$ cat src/rtl/arb_mux_n.sv
// -----------------------------------------------------------------------------
// arb_mux_n
//   N-input, WIDTH-bit registered multiplexer with a valid/ready handshake on
//   every channel. The selected channel is picked by an internal arbiter,
//   either round-robin (RR=1) or fixed priority with the lowest index winning
//   (RR=0). One output register stage; sustains one transfer per cycle.
//
// Ports
//   clk       in   1        rising-edge clock
//   rst_n     in   1        asynchronous active-low reset
//   in_data   in   N*WIDTH  channel i occupies bits [i*WIDTH +: WIDTH]
//   in_valid  in   N        channel i offers a word
//   in_ready  out  N        channel i word is taken this cycle (one-hot or zero)
//   out_data  out  WIDTH    registered selected word
//   out_valid out  1        out_data holds an untaken word
//   out_ready in   1        consumer takes out_data this cycle
//   out_sel   out  SW       index of the channel that supplied out_data
//
// in_ready is a combinational function of out_ready and in_valid; producers
// must not derive in_valid from in_ready.
// -----------------------------------------------------------------------------
module arb_mux_n #(
  parameter int WIDTH = 32,
  parameter int N     = 4,
  parameter int RR    = 1,
  localparam int SW   = (N > 1) ? $clog2(N) : 1
) (
  input  logic               clk,
  input  logic               rst_n,
  input  logic [N*WIDTH-1:0] in_data,
  input  logic [N-1:0]       in_valid,
  output logic [N-1:0]       in_ready,
  output logic [WIDTH-1:0]   out_data,
  output logic               out_valid,
  input  logic               out_ready,
  output logic [SW-1:0]      out_sel
);

  typedef enum logic {
    EMPTY = 1'b0,
    FULL  = 1'b1
  } state_t;

  state_t             state_r;
  logic               out_valid_r;
  logic [WIDTH-1:0]   out_data_r;
  logic [SW-1:0]      out_sel_r;
  logic [SW-1:0]      ptr_r;

  logic               accept_s;
  logic               any_valid_s;
  logic               xfer_s;
  logic [N-1:0]       grant_s;
  logic [SW-1:0]      gnt_idx_s;
  logic [WIDTH-1:0]   gnt_data_s;
  logic [SW-1:0]      ptr_next_s;
  logic               found_s;
  int                 search_s;
  logic [SW-1:0]      search_idx_s;

  // Output stage can take a new word when empty or when its word leaves now.
  always_comb begin
    accept_s    = (~out_valid_r) | out_ready;
    any_valid_s = |in_valid;
    xfer_s      = accept_s & any_valid_s;
  end

  // Arbiter: scan channels starting at ptr (round-robin) or at 0 (fixed
  // priority); wrap is modulo N so non-power-of-two N works.
  always_comb begin
    grant_s      = {N{1'b0}};
    gnt_idx_s    = {SW{1'b0}};
    found_s      = 1'b0;
    search_s     = 0;
    search_idx_s = {SW{1'b0}};
    for (int k = 0; k < N; k++) begin
      if (RR != 0) begin
        search_s = int'(ptr_r) + k;
      end else begin
        search_s = k;
      end
      if (search_s >= N) begin
        search_s = search_s - N;
      end else begin
        search_s = search_s;
      end
      search_idx_s = SW'(search_s);
      if (!found_s && in_valid[search_idx_s]) begin
        grant_s[search_idx_s] = 1'b1;
        gnt_idx_s             = search_idx_s;
        found_s               = 1'b1;
      end else begin
        found_s = found_s;
      end
    end
  end

  // Data mux driven by the one-hot grant.
  always_comb begin
    gnt_data_s = {WIDTH{1'b0}};
    for (int i = 0; i < N; i++) begin
      if (grant_s[i]) begin
        gnt_data_s = in_data[i*WIDTH +: WIDTH];
      end else begin
        gnt_data_s = gnt_data_s;
      end
    end
  end

  // Round-robin pointer moves to the channel after the winner, wrapping at N-1.
  always_comb begin
    if (gnt_idx_s == SW'(N - 1)) begin
      ptr_next_s = {SW{1'b0}};
    end else begin
      ptr_next_s = gnt_idx_s + SW'(1);
    end
  end

  // Handshake back to producers: only the granted channel, only when accepting.
  always_comb begin
    if (accept_s) begin
      in_ready = grant_s;
    end else begin
      in_ready = {N{1'b0}};
    end
  end

  // Output-stage FSM with its registered outputs.
  always_ff @(posedge clk or negedge rst_n) begin
    if (!rst_n) begin
      state_r     <= EMPTY;
      out_valid_r <= 1'b0;
      out_data_r  <= {WIDTH{1'b0}};
      out_sel_r   <= {SW{1'b0}};
    end else begin
      case (state_r)
        EMPTY: begin
          if (xfer_s) begin
            state_r     <= FULL;
            out_valid_r <= 1'b1;
            out_data_r  <= gnt_data_s;
            out_sel_r   <= gnt_idx_s;
          end else begin
            state_r     <= EMPTY;
            out_valid_r <= 1'b0;
          end
        end
        FULL: begin
          if (out_ready) begin
            if (xfer_s) begin
              // Drain and reload in the same cycle.
              state_r     <= FULL;
              out_valid_r <= 1'b1;
              out_data_r  <= gnt_data_s;
              out_sel_r   <= gnt_idx_s;
            end else begin
              state_r     <= EMPTY;
              out_valid_r <= 1'b0;
            end
          end else begin
            // Back-pressure: hold word, select and valid.
            state_r     <= FULL;
            out_valid_r <= 1'b1;
          end
        end
        default: begin
          state_r     <= EMPTY;
          out_valid_r <= 1'b0;
          out_data_r  <= {WIDTH{1'b0}};
          out_sel_r   <= {SW{1'b0}};
        end
      endcase
    end
  end

  generate
    if (RR != 0) begin : g_rr_ptr
      // Pointer advances only on a transfer.
      always_ff @(posedge clk or negedge rst_n) begin
        if (!rst_n) begin
          ptr_r <= {SW{1'b0}};
        end else if (xfer_s) begin
          ptr_r <= ptr_next_s;
        end else begin
          ptr_r <= ptr_r;
        end
      end
    end else begin : g_fixed_ptr
      // Fixed priority never moves the pointer.
      always_ff @(posedge clk or negedge rst_n) begin
        if (!rst_n) begin
          ptr_r <= {SW{1'b0}};
        end else begin
          ptr_r <= {SW{1'b0}};
        end
      end
    end
  endgenerate

  assign out_valid = out_valid_r;
  assign out_data  = out_data_r;
  assign out_sel   = out_sel_r;

endmodule

$ cat config.mk
export PLATFORM = sky130hd
export DESIGN_NAME = arb_mux_n
export DESIGN_NICKNAME = d
export VERILOG_FILES = /design/src/rtl/arb_mux_n.sv
export SDC_FILE = /design/constraint.sdc
export NUM_CORES = 1
export LEC_CHECK = 0
export CAP_MARGIN = 20
export CELL_PAD_IN_SITES_DETAIL_PLACEMENT = 0
export CELL_PAD_IN_SITES_GLOBAL_PLACEMENT = 1
export CORE_ASPECT_RATIO = 1.2
export CORE_MARGIN = 1.5
export CORE_UTILIZATION = 26
export DETAILED_ROUTE_END_ITERATION = 6
export PLACE_DENSITY_LB_ADDON = 0.12
export SYNTH_ARGS = -nofsm -noshare
export SYNTH_HDL_FRONTEND = slang
export SYNTH_SLANG_ARGS = --single-unit
export TNS_END_PERCENT = 5
$ cat constraint.sdc
create_clock -name clk -period 4.48 [get_ports clk]
set_input_delay 0.896 -clock clk [delete_from_list [all_inputs] [get_ports clk]]
set_output_delay 0.896 -clock clk [all_outputs]
set_load 0.005 [all_outputs]
==> summary.md <==
| Metric | Value |
|---|---|
| Outcome | finished, violations left |
| Failing checks | design-rule violations |
| Die Area | 12400 µm² |
| Busiest grt layer | met2 |
| Leak Pwr | 2.12 nW |
| Ys async rst share | 100% |
| Clock Path Buffers | 2 |
| Number of I/O port buffers | 173 |
| Worst slack at placement | 107 ps |
| Cell with the most instances after synthesis | nand2_1 |
| Final hold vios | 0 |
| Syn Area/Cell | 7.60 µm² |
| Filler Cells Inserted | 1228 |
| Max-slew headroom | 37.3% |
| Post-route setup slack | 96.2 ps |
| Total of max-cap violations | 0 |
| Top post-synthesis cells by count | 108 x nand2_1, 38 x inv_1, 37 x dfrtp_1, 37 x o21ai_0 |
| Synthesis Warnings | 0 |
| Initial Util | 26.5% |
| Slew @ Worst Pin | 939 ps |
| CTS H-tree lvls | 2 |
| Sequential cell area | between 900 and 1000 µm² |
| Die W | 102 µm |
| R2R depth | 10 |
| Share of layout cells above drive strength 1 | 5.72% |
| Crit Path Max Fanout | 8 |
| Drt total wl | 11500 µm |
| Area Growth Syn to Fin | 65.9% |
| Fmax | 228 MHz |
| Via density | just under 5 |
| PwrDens | approximately 600 nW/µm² |
| Tcrit/Tclk final | 97.9% |
| Worst EP required | 3580 ps |
| Hold path endpoint | out_sel[0]$_DFFE_PN0P_ |
| Crit end category | output port |
| I/O pin total | 174 |
| Cells after synthesis | 402 |
| Post-CTS setup buffers | 0 |
| Initial antenna violation count | 0 |
| Ys flop type | dfrtp_1 |
| Chip height | 122 µm |
| Total Power | between 2 and 3 mW |
| Final net count | 700 |
| Synthesized area | 3050 µm² |
| Multi-input combinational cell area | about 1800 µm² |
| Number of synthesized register bits | 37 |
| Largest net degree at the start of global routing | 65 |
| Met3 usage | between 3 and 4% |
| Number of synthesized flops with an enable pin | 0 |
| Sequential-to-total area share from yosys stat | between 30 and 40% |
| Drt wl/cell | 16.0 µm |
| TritonRoute pass-1 iters | 6 |
| CP Class | input pin to output port |
| Top cell type's share of synthesized area | approximately 30% |
| Hold buffers post-CTS | 0 |
| Tightest Hold Check Type | flip-flop to flip-flop |
| Hold_ws | 486 ps |
| Startpoint Class | input pin |
| Netlist cell types | 35 |
| Worst min-delay path startpoint | out_sel[0]$_DFFE_PN0P_ |
| Vias in the first global route | between 3000 and 4000 |
| Post-CTS sizing | 0 |
| Fin cells | 716 |
| Dpl cells | a little over 700 |
| Crit path time final | 4380 ps |
| ANT cells | 0 |
| CTS tree | yes |
| Clock buffer count from CTS | 5 |
| Core region area | 11500 µm² |
| Reg-to-Reg End | out_data[17]$_DFFE_PN0P_ |
| Post-layout util | roughly 44% |
| Area leader, netlist | dfrtp_1 |
| GPL Wtd Cong | 0.881 |
| RSZ-0062 raised after global routing | false |
| DP Area | 4930 µm² |
| Worst-Skew Late Latency | 290 ps |
| First-pass GRT wire length | roughly 18000 µm |
| Fin area | 5070 µm² |
| Setup-failing EPs final | 0 |
| Syn_nets | ~540 |
| Num rows | 43 |
| FF-to-FF setup slack | 1000 ps |
| Starting DRT DRC Count | 112 |
| GRT Overall Usage | a little under a fifth |
| # clock sinks | 37 |
| Dpl hpwl | 7610 µm |
| Met2 Use GR | 33.5% |
| Final Max Slew Viols | 0 |
| R2R Path Start | ptr_r[1]$_DFFE_PN0P_ |
| Final ANT Viol Nets | 0 |
| Setup_tns | 0 ps |
| Clk root buf | clkbuf_16 |
| IR drop worst, VDD | 0.295 mV |
| DRC viols | 1 |
| Clk slew on worst S/H paths | 60 ps |
| Met1 usage | 21.7% |
| Grt ovf | 0 |
| Worst Hold Depth | 2 |
| Worst Skew | 5.27 ps |
| Largest cells by area after synthesis | dfrtp_1 30%, nand2_1 13%, a221o_1 10% |
| CP Data Arrival Time | 3490 ps |
| DR vias | 3455 |
-- kinds of logic after synthesis --
group / after synthesis / synth area share, %
AND/OR/NAND/NOR: 164 / 24.7
AO/OA/AOI/OAI: 114 / 27.9
flip-flops: 37 / 30.3
buffers and inverters: 74 / 10.7
XOR/XNOR: 1 / 0.287
adder cells (fa/ha/maj): 7 / 2.87
multiplexers: 5 / 3.28
-- sequential cells by signal, summed over array words and instances, names as in the netlist, named ones only --
register,cells
out_data,32
out_sel,2
out_valid,1
ptr_r,1
-- power breakdown --
group	switching (mW)	leakage [nW]	internal, mW	total, mW
clock network	0.149	0.0706	0.205	0.353
logic	1.14	1.59	0.930	2.07
registers	0.0730	0.463	0.486	0.559
-- how the worst max path moves through the flow --
stage                            from           to  slack (ps)  cells past startpoint
after floorplan           in_valid[2]  in_ready[1]         870                      7
after global placement    in_valid[3]  in_ready[1]         170                      6
after detailed placement  in_valid[1]  in_ready[1]         110                      6
after CTS                 in_valid[1]  in_ready[1]         110                      6
after global routing      in_valid[1]  in_ready[1]          20                      6
final                     in_valid[1]  in_ready[1]         100                      6
-- metal layers --
metal / up-vias / routed length (µm) / part of all wire (%)
met1: 1601 / 4560 / 40
met3: 17 / 802 / 7.0
met4: 0 / 237 / 2.1
met5: - / 0 / 0
met2: 135 / 5850 / 51
li1: 1702 / - / -
-- cell usage in the layout, fill, tap and decap left out, types with 3 or more instances in the layout --
cell type | Yosys | layout
nand2_1 | 108 | 108
nor2_1 | 8 | 7
buf_4 | 0 | 12
o21ai_0 | 37 | 37
a221o_1 | 32 | 32
mux4_2 | 4 | 4
nand2b_1 | 3 | 3
clkbuf_16 | 0 | 5
ha_1 | 7 | 7
clkdlybuf4s50_1 | 0 | 172
o31ai_1 | 32 | 32
dfrtp_1 | 37 | 37
a21oi_1 | 3 | 3
and2_1 | 32 | 32
inv_1 | 38 | 38
-- critical path, stage by stage --
cell and delay [ps]:
clkdlybuf4s50_1 540, mux4_2 560, or4b_4 590, o2111ai_4 230
nor2b_1 160, clkdlybuf4s50_1 510
-- final cells by class --
| class | count | share of cell area, % |
|---|---|---|
| clock buffer | 6 | 2.54 |
| multi-input combinational | 291 | 36.4 |
| tap | 157 | 3.88 |
| timing repair buffer | 185 | 35.9 |
| inverter | 38 | 2.82 |
| sequential | 37 | 18.3 |
| clock inverter | 2 | 0.198 |
Note: power is estimated with default switching activity, not from simulation.
